===== src/rtl/pong_pkg.sv =====
// Shared definitions for the pong game blocks: FSM state encoding and the
// entropy LFSR seed/taps with its next-state helper.
package pong_pkg;

  typedef enum logic [1:0] {
    ST_IDLE  = 2'd0,
    ST_SERVE = 2'd1,
    ST_PLAY  = 2'd2,
    ST_OVER  = 2'd3
  } state_t;

  localparam logic [15:0] LFSR_SEED = 16'hACE1;
  // Right-shifting Galois form of x^16+x^14+x^13+x^11+1
  localparam logic [15:0] LFSR_TAPS = 16'hB400;

  function automatic logic [15:0] lfsr_next(input logic [15:0] cur);
    logic [15:0] shifted;
    shifted = cur >> 1;
    return cur[0] ? (shifted ^ LFSR_TAPS) : shifted;
  endfunction

endpackage


===== src/rtl/lfsr16.sv =====
// Free-running 16-bit Galois LFSR; restarts from the shared seed on reset.
module lfsr16
  import pong_pkg::*;
(
  input  logic        clk,
  input  logic        reset,
  output logic [15:0] q
);

  // Advance one step every clock
  always_ff @(posedge clk or posedge reset) begin
    if (reset) begin
      q <= LFSR_SEED;
    end else begin
      q <= lfsr_next(q);
    end
  end

endmodule


===== src/rtl/game_ctrl.sv =====
// Pong game controller: serve timing, scoring, speed ramp and win detection.
// All outputs are registered; entropy comes straight from the LFSR register.
module game_ctrl
  import pong_pkg::*;
#(
  parameter int WIN_SCORE     = 9,
  parameter int SERVE_TICKS   = 2000,
  parameter int SPEEDUP_TICKS = 4000,
  parameter int SPEED_INIT    = 4
) (
  input  logic       clk,
  input  logic       reset,
  input  logic       start,
  input  logic       out_left,
  input  logic       out_right,
  output logic       ball_reset,
  output logic [4:0] entropy,
  output logic [3:0] speed,
  output logic [3:0] score_l,
  output logic [3:0] score_r,
  output logic       playing,
  output logic       game_over,
  output logic       winner
);

  if (WIN_SCORE < 1 || WIN_SCORE > 15 || SERVE_TICKS < 2 || SPEEDUP_TICKS < 2) begin : g_param_err
    $error("game_ctrl: WIN_SCORE must be 1..15, SERVE_TICKS and SPEEDUP_TICKS >= 2");
  end

  localparam int SW = $clog2(SERVE_TICKS);
  localparam int UW = $clog2(SPEEDUP_TICKS);
  localparam logic [SW-1:0] SERVE_LAST = SW'(SERVE_TICKS - 1);
  localparam logic [UW-1:0] SPD_LAST   = UW'(SPEEDUP_TICKS - 1);
  localparam logic [3:0]    WIN        = 4'(WIN_SCORE);
  localparam logic [3:0]    SPD0       = 4'(SPEED_INIT);

  state_t        state;
  state_t        state_nxt;
  logic          start_q;
  logic [SW-1:0] serve_cnt;
  logic [UW-1:0] spd_cnt;
  logic [15:0]   lfsr;
  logic          lfsr_unused;
  logic          ball_reset_nxt;
  logic          playing_nxt;
  logic          game_over_nxt;

  logic       start_rise;
  logic       out_hit;
  logic       serve_done;
  logic       left_only;
  logic       right_only;
  logic [3:0] score_l_upd;
  logic [3:0] score_r_upd;
  logic       won_left;
  logic       won_right;
  logic       game_won;

  lfsr16 u_lfsr (
    .clk   (clk),
    .reset (reset),
    .q     (lfsr)
  );

  assign entropy     = lfsr[4:0];
  assign lfsr_unused = ^lfsr[15:5];

  assign start_rise  = start & ~start_q;
  assign out_hit     = out_left | out_right;
  assign serve_done  = (serve_cnt == SERVE_LAST);
  // A ball leaving on the left scores for the right player and vice versa
  assign left_only   = out_left & ~out_right;
  assign right_only  = out_right & ~out_left;
  assign score_l_upd = score_l + {3'b000, right_only};
  assign score_r_upd = score_r + {3'b000, left_only};
  assign won_left    = (score_l_upd == WIN);
  assign won_right   = (score_r_upd == WIN);
  assign game_won    = won_left | won_right;

  always_ff @(posedge clk or posedge reset) begin
    if (reset) begin
      state   <= ST_IDLE;
      start_q <= 1'b1;
    end else begin
      state   <= state_nxt;
      start_q <= start;
    end
  end

  always_comb begin
    state_nxt = state;
    case (state)
      ST_IDLE: begin
        if (start_rise) state_nxt = ST_SERVE;
        else            state_nxt = ST_IDLE;
      end
      ST_SERVE: begin
        if (serve_done) state_nxt = ST_PLAY;
        else            state_nxt = ST_SERVE;
      end
      ST_PLAY: begin
        if (out_hit && game_won) state_nxt = ST_OVER;
        else if (out_hit)        state_nxt = ST_SERVE;
        else                     state_nxt = ST_PLAY;
      end
      ST_OVER: begin
        if (start_rise) state_nxt = ST_SERVE;
        else            state_nxt = ST_OVER;
      end
      default: state_nxt = ST_IDLE;
    endcase
  end

  // Status flags follow the state being entered so they change on the same edge
  always_comb begin
    ball_reset_nxt = 1'b1;
    playing_nxt    = 1'b0;
    game_over_nxt  = 1'b0;
    case (state_nxt)
      ST_PLAY: begin
        ball_reset_nxt = 1'b0;
        playing_nxt    = 1'b1;
      end
      ST_OVER: game_over_nxt = 1'b1;
      default: ball_reset_nxt = 1'b1;
    endcase
  end

  always_ff @(posedge clk or posedge reset) begin
    if (reset) begin
      ball_reset <= 1'b1;
      playing    <= 1'b0;
      game_over  <= 1'b0;
    end else begin
      ball_reset <= ball_reset_nxt;
      playing    <= playing_nxt;
      game_over  <= game_over_nxt;
    end
  end

  always_ff @(posedge clk or posedge reset) begin
    if (reset) begin
      score_l   <= 4'd0;
      score_r   <= 4'd0;
      speed     <= SPD0;
      winner    <= 1'b0;
      serve_cnt <= '0;
      spd_cnt   <= '0;
    end else begin
      case (state)
        ST_IDLE, ST_OVER: begin
          if (start_rise) begin
            score_l   <= 4'd0;
            score_r   <= 4'd0;
            speed     <= SPD0;
            serve_cnt <= '0;
            spd_cnt   <= '0;
          end
        end
        ST_SERVE: begin
          spd_cnt   <= '0;
          serve_cnt <= serve_done ? '0 : serve_cnt + SW'(1);
        end
        ST_PLAY: begin
          // A point ends the rally; speed is kept only when the game is decided
          if (out_hit) begin
            score_l <= score_l_upd;
            score_r <= score_r_upd;
            if (game_won) begin
              winner <= won_right;
            end else begin
              speed     <= SPD0;
              serve_cnt <= '0;
              spd_cnt   <= '0;
            end
          end else if (spd_cnt == SPD_LAST) begin
            spd_cnt <= '0;
            if (speed != 4'd15) speed <= speed + 4'd1;
          end else begin
            spd_cnt <= spd_cnt + UW'(1);
          end
        end
        default: begin
          serve_cnt <= '0;
          spd_cnt   <= '0;
        end
      endcase
    end
  end

endmodule

===== config.mk =====
export PLATFORM = sky130hd
export DESIGN_NAME = game_ctrl
export DESIGN_NICKNAME = d
export VERILOG_FILES = /design/src/rtl/pong_pkg.sv /design/src/rtl/lfsr16.sv /design/src/rtl/game_ctrl.sv
export SDC_FILE = /design/constraint.sdc
export NUM_CORES = 1
export LEC_CHECK = 0
export CAP_MARGIN = 30
export CORE_UTILIZATION = 35
export DETAILED_ROUTE_END_ITERATION = 8
export GPL_TIMING_DRIVEN = 0
export PLACE_DENSITY = 0.6
export SKIP_CTS_REPAIR_TIMING = 1
export SYNTH_ARGS = -nofsm -noshare
export SYNTH_HDL_FRONTEND = slang
export SYNTH_SLANG_ARGS = --single-unit

===== constraint.sdc =====
create_clock -name clk -period 3.6 [get_ports clk]
set_clock_uncertainty 0.2 [all_clocks]
set_input_delay 0.54 -clock clk [delete_from_list [all_inputs] [get_ports clk]]
set_output_delay 0.54 -clock clk [all_outputs]
set_load 0.01 [all_outputs]

* Word-level counts from Yosys, hierarchy flattened
Cells that the tools add are included.
** Storage, ports and cells
- Output and inout port bits :: 21
- Flip-flop bits (word level) :: 58
** Cells by class
- Reduce and logical (&&, ||, !) cells :: 9
- Equal/unequal tests :: 16
- Muxes and demuxes :: 31
- Bitwise operators :: 9
- Add/subtract/negate cells :: 5
** Operators with widths (count)
- $mux W12 :: 4
- $mux W11 :: 4
- $pmux W12 S3 :: 1
- $pmux W11 S3 :: 1
- $mux W4 :: 8
- $pmux W4 S2 :: 3
- $mux W16 :: 1
- $add A12 B1 Y12 const B :: 1
- $eq A12 B12 Y1 const B :: 1
- $add A11 B1 Y11 const B :: 1
- $eq A11 B11 Y1 const B :: 1
- $ne A3 B3 Y1 const B :: 3
- $reduce_and A3 Y1 :: 3
- $add A4 B1 Y4 :: 2
- $eq A2 B2 Y1 const B :: 4
- $eq A4 B4 Y1 const B :: 2
- $mux W2 :: 4
- $pmux W2 S4 :: 1
- $ne A2 B2 Y1 const B :: 3
- $reduce_and A5 Y1 :: 1
- $add A4 B1 Y4 const B :: 1
- $mux W1 :: 4
- $ne A4 B4 Y1 const B :: 1
- $not A3 Y4 :: 1
- other kinds (9) :: 14

* Depth between registers and ports, before layout
- Depth after elaboration :: 10
- Gate-level depth with buffers :: 10
- Mapped depth without buffers :: 8

* By module
A second synthesis with hierarchy kept.
** Unflattened totals
- Cell total of the unflattened synthesis :: 283
- Area, all modules :: 2839.0 sq um
** Modules (own cells, without submodules)
- game_ctrl :: times used 1, area each 2398.6 sq um, sequential area each 1054.8 sq um, cells an instance 263
- lfsr16 :: times used 1, area each 440.4 sq um, sequential area each 410.4 sq um, cells an instance 20

* Worst setup path after synthesis
Ideal clock, no wire load.
- Path kind :: input port to flip-flop
- Start point :: input out_right
- End point :: register serve_cnt[5]
- Data arrival time :: 2.204 ns
- Path slack :: 1.092 ns
- Required time :: 3.296 ns
- Path buffers :: 1
- Cell stages on the path :: 9
- Cells stage by stage :: nor2b_1 > ha_1 > ha_1 > nand2b_1 > nand4b_1 > o32ai_2 > or3_1 > buf_6 > o41ai_2
** Between the ends
- Longest elaborated chain between the ends :: 7
- Elaborated cells between the ends (all ways) :: 12
- Those cells by class :: 2 x add/sub; 4 x eq/ne; 5 x bitwise; 1 x reduce/logical
** RTL lines
- start, declared :: RTL line game_ctrl.sv:15 : input logic out_right,
- $not A1 Y1 :: RTL line game_ctrl.sv:72 : assign left_only = out_left & ~out_right;
- $and A1 B1 Y1 :: RTL line game_ctrl.sv:72
- $add A4 B1 Y4 :: RTL line game_ctrl.sv:75 : assign score_r_upd = score_r + {3'b000, left_only};
- $eq A4 B4 Y1 :: RTL line game_ctrl.sv:77 : assign won_right = (score_r_upd == WIN);
- $or A1 B1 Y1 :: RTL line game_ctrl.sv:78 : assign game_won = won_left | won_right;
- $ne A2 B2 Y1 (no line)
- $reduce_and A3 Y1 (no line) (*)
- end signal, assigned :: RTL line game_ctrl.sv:162 : serve_cnt <= serve_done ? '0 : serve_cnt + SW'(1);
- end, declared :: RTL line game_ctrl.sv:40 : logic [SW-1:0] serve_cnt;
Every way passes the cells marked *; elsewhere a longest branch is shown, timed or not.
A chain may end at the register's enable or synchronous reset.

* Worst setup path after layout
- Start point :: input out_right
- End point :: register serve_cnt[1]
The elaborated chain is that of the path after synthesis.

==> qor.yml <==
status: "finished, final reports clean"
grt_max_degree: 36
slew_viol_final: 0
hold_viol_final: 0
final_common_cell: "dfrtp_1"
synth_area_per_cell_um2: 10.61
dp_slack_ns: 0.2111
timing.slew.headroom: 0.4425
hold_start: "u_lfsr.q[7]"
synth_compound_area_frac: 0.1957
slowest_stage: "clkdlybuf4s50_1"
grtUsageTotal: 0.1520
clk_pin_slew_ns: 0.07
yosys.area_share.xor_xnor: 0.02276
critical_path_class: "primary input to flip-flop"
setup_viol: 0
hold_path.class: "flip-flop to flip-flop"
die_y_um: 94.96
syn_area_um2: 3024
clk_latency_ns: 0.35
fp-row-count: 33
layout_common_cells: "dfrtp_1, clkdlybuf4s50_1, inv_1"
synth.area.mux_share: 0.009930
powerDensity_nw_per_um2: 396.9
path_cells: "clkdlybuf4s50_1, nor2b_1, ha_1, ha_1, nand4b_1, o32ai_2, clkbuf_1, o21ai_0, o41ai_1"
critPathCaptureType: "flip-flop"
synth-seq-cells: 58
drc: 0
leakage_uw: 0.001524
setup.worst_path.start: "out_right"
tritoncts: "yes"
cts_buffers: 9
drive_above_1_share: 0.1743
grt_overflow: 0
worstPathArrival_ns: 3.06
grt_pass1_vias: 2098
tns_ns: 0
final_net_count: 339
dp_hpwl_um: 4179
rr_startpoint: "score_l[0]"
crit_buf_inv: 2
synth_top_family_by_area: "compound AO/OA/AOI/OAI gates"
htree_levels: 3
ys_warn_count: 0
io_buffers: 25
start_util: 0.3644
die_area_um2: 9016
synth_nets: 302
io-pin-count: 26
antenna_found_initial: 0
clock.fmax_mhz: 331.3
finalCritPeriodShare: 0.8385
grt_pass1_wl_um: 10240
syn_to_final_growth_pct: 20.77
filler_cell_count: 787
crit_path_max_incr_delay_ns: 0.53
async_flop_share: 1.000
yosys.area_share.simple: 0.1767
cts.sinks: 58
rsz0062_at_grt: "no"
core_um2: 8299
wl_per_cell_um: 13.95
synth_fa_ha_area_frac: 0.04965
synth_cell_types: 58
place.gp.congestion: 0.7678
vias: 2244
die_w_um: 94.96
cp-start-kind: "primary input"
synth_edf_count: 0
synthTopCellsByArea: "dfrtp_1, dfstp_2, ha_1"
dr.pass1.iters: 4
worst-r2r-cell-count: 7
viasPerCell: 5.194
dp.cells: 416
worst-path-stages: 9
cts_root_buf: "clkbuf_8"
drt_wl_total_um: 6027
period_minus_slack_ns: 3.019
synthFlopType: "dfrtp_1"
whs_path_depth: 0
synth_cells: 285
cp_top_family: "buffers and inverters"
timing.hold.ws_ns: 0.1591
ys_seq_area_frac: 0.4845
critical_path_peak_fanout: 10
fin_cells: 432
yosysTopAreaCell: "dfrtp_1"
ant_nets: 0
setup_ws_ns: 0.5813
synth_top_area_frac: 0.3889
clockBufferDepth: 2
cp.required_ns: 3.64
crit_top_cell: "ha_1"
cap_violations: 0
diodes: 0
tightest_slew_ns: 0.8299
ir_worst_vdd_mv: 0.1734
drtIter0Drc: 47
-- metrics by stage --
step | power (uW) | cell area [um2] | util
floorplan | 741.4 | 3024 | -
global placement | 768.3 | 3406 | 0.4104
detailed placement | 771.8 | 3426 | 0.4128
CTS | 1474 | 3652 | 0.4401
global route | 1518 | 3652 | 0.4401
finish | 1450 | 3652 | 0.4401
-- registers in the layout, summed over array words and instances, names as in the netlist --
signal      cells
score_r         4
spd_cnt        12
playing         1
start_q         1
state           2
speed           4
game_over       1
serve_cnt      11
ball_reset      1
score_l         4
u_lfsr.q       16
winner          1
-- report_power, final --
group / switching [uW] / internal, uW / total, uW
registers: 4.47 / 658 / 662
logic: 63.4 / 31.5 / 94.9
clock network: 297 / 395 / 693
total: 365 / 1080 / 1450
-- final timing paths --
path / end / slack [ns]
hold reg to reg: u_lfsr.q[6] / 0.16
setup / recovery: serve_cnt[1] / 0.58
hold / removal: u_lfsr.q[6] / 0.16
setup reg to reg: serve_cnt[1] / 1.03
min in group asynchronous: spd_cnt[6] / 0.37
max in group asynchronous: u_lfsr.q[7] / 2.20
-- cell usage after synthesis (5+ instances only) --
cell,n
buf_4,5
a21oi_1,6
nor2b_1,7
nor2_1,11
nand4_1,6
o31ai_1,18
ha_1,12
a31oi_1,7
nand3_1,15
nand2b_1,6
dfstp_2,11
nand2_1,18
dfrtp_1,47
o21ai_0,18
inv_1,20
-- final cells by class --
cell class,count,area (um2),area share
Inverter,20,75.07,0.02056
Sequential cell,58,1465,0.4012
Multi-Input combinational cell,192,1375,0.3765
Buffer,15,108.9,0.02980
Timing Repair Buffer,26,270.3,0.07400
Tap cell,105,131.4,0.03597
Clock buffer,9,123.9,0.03392
Clock inverter,7,102.6,0.02809
-- layer usage --
layer  vias to the layer above  share of wire  track usage
li1                       1116              -            -
met1                      1088           0.48       0.2019
met2                        31           0.47       0.2308
met3                         9          0.034      0.04589
met4                         0          0.014      0.06061
met5                         -              0            0
-- logic make-up (layout without fill, tap and decap cells) --
| group | count (synthesis) | count (layout) |
|---|---|---|
| mux | 3 | 3 |
| simple gates | 93 | 93 |
| buf+inv | 35 | 77 |
| fa+ha+maj | 12 | 12 |
| xor+xnor | 7 | 7 |
| flops | 58 | 58 |
| compound gates | 77 | 77 |
No activity file was read; power rests on OpenSTA's default activity.
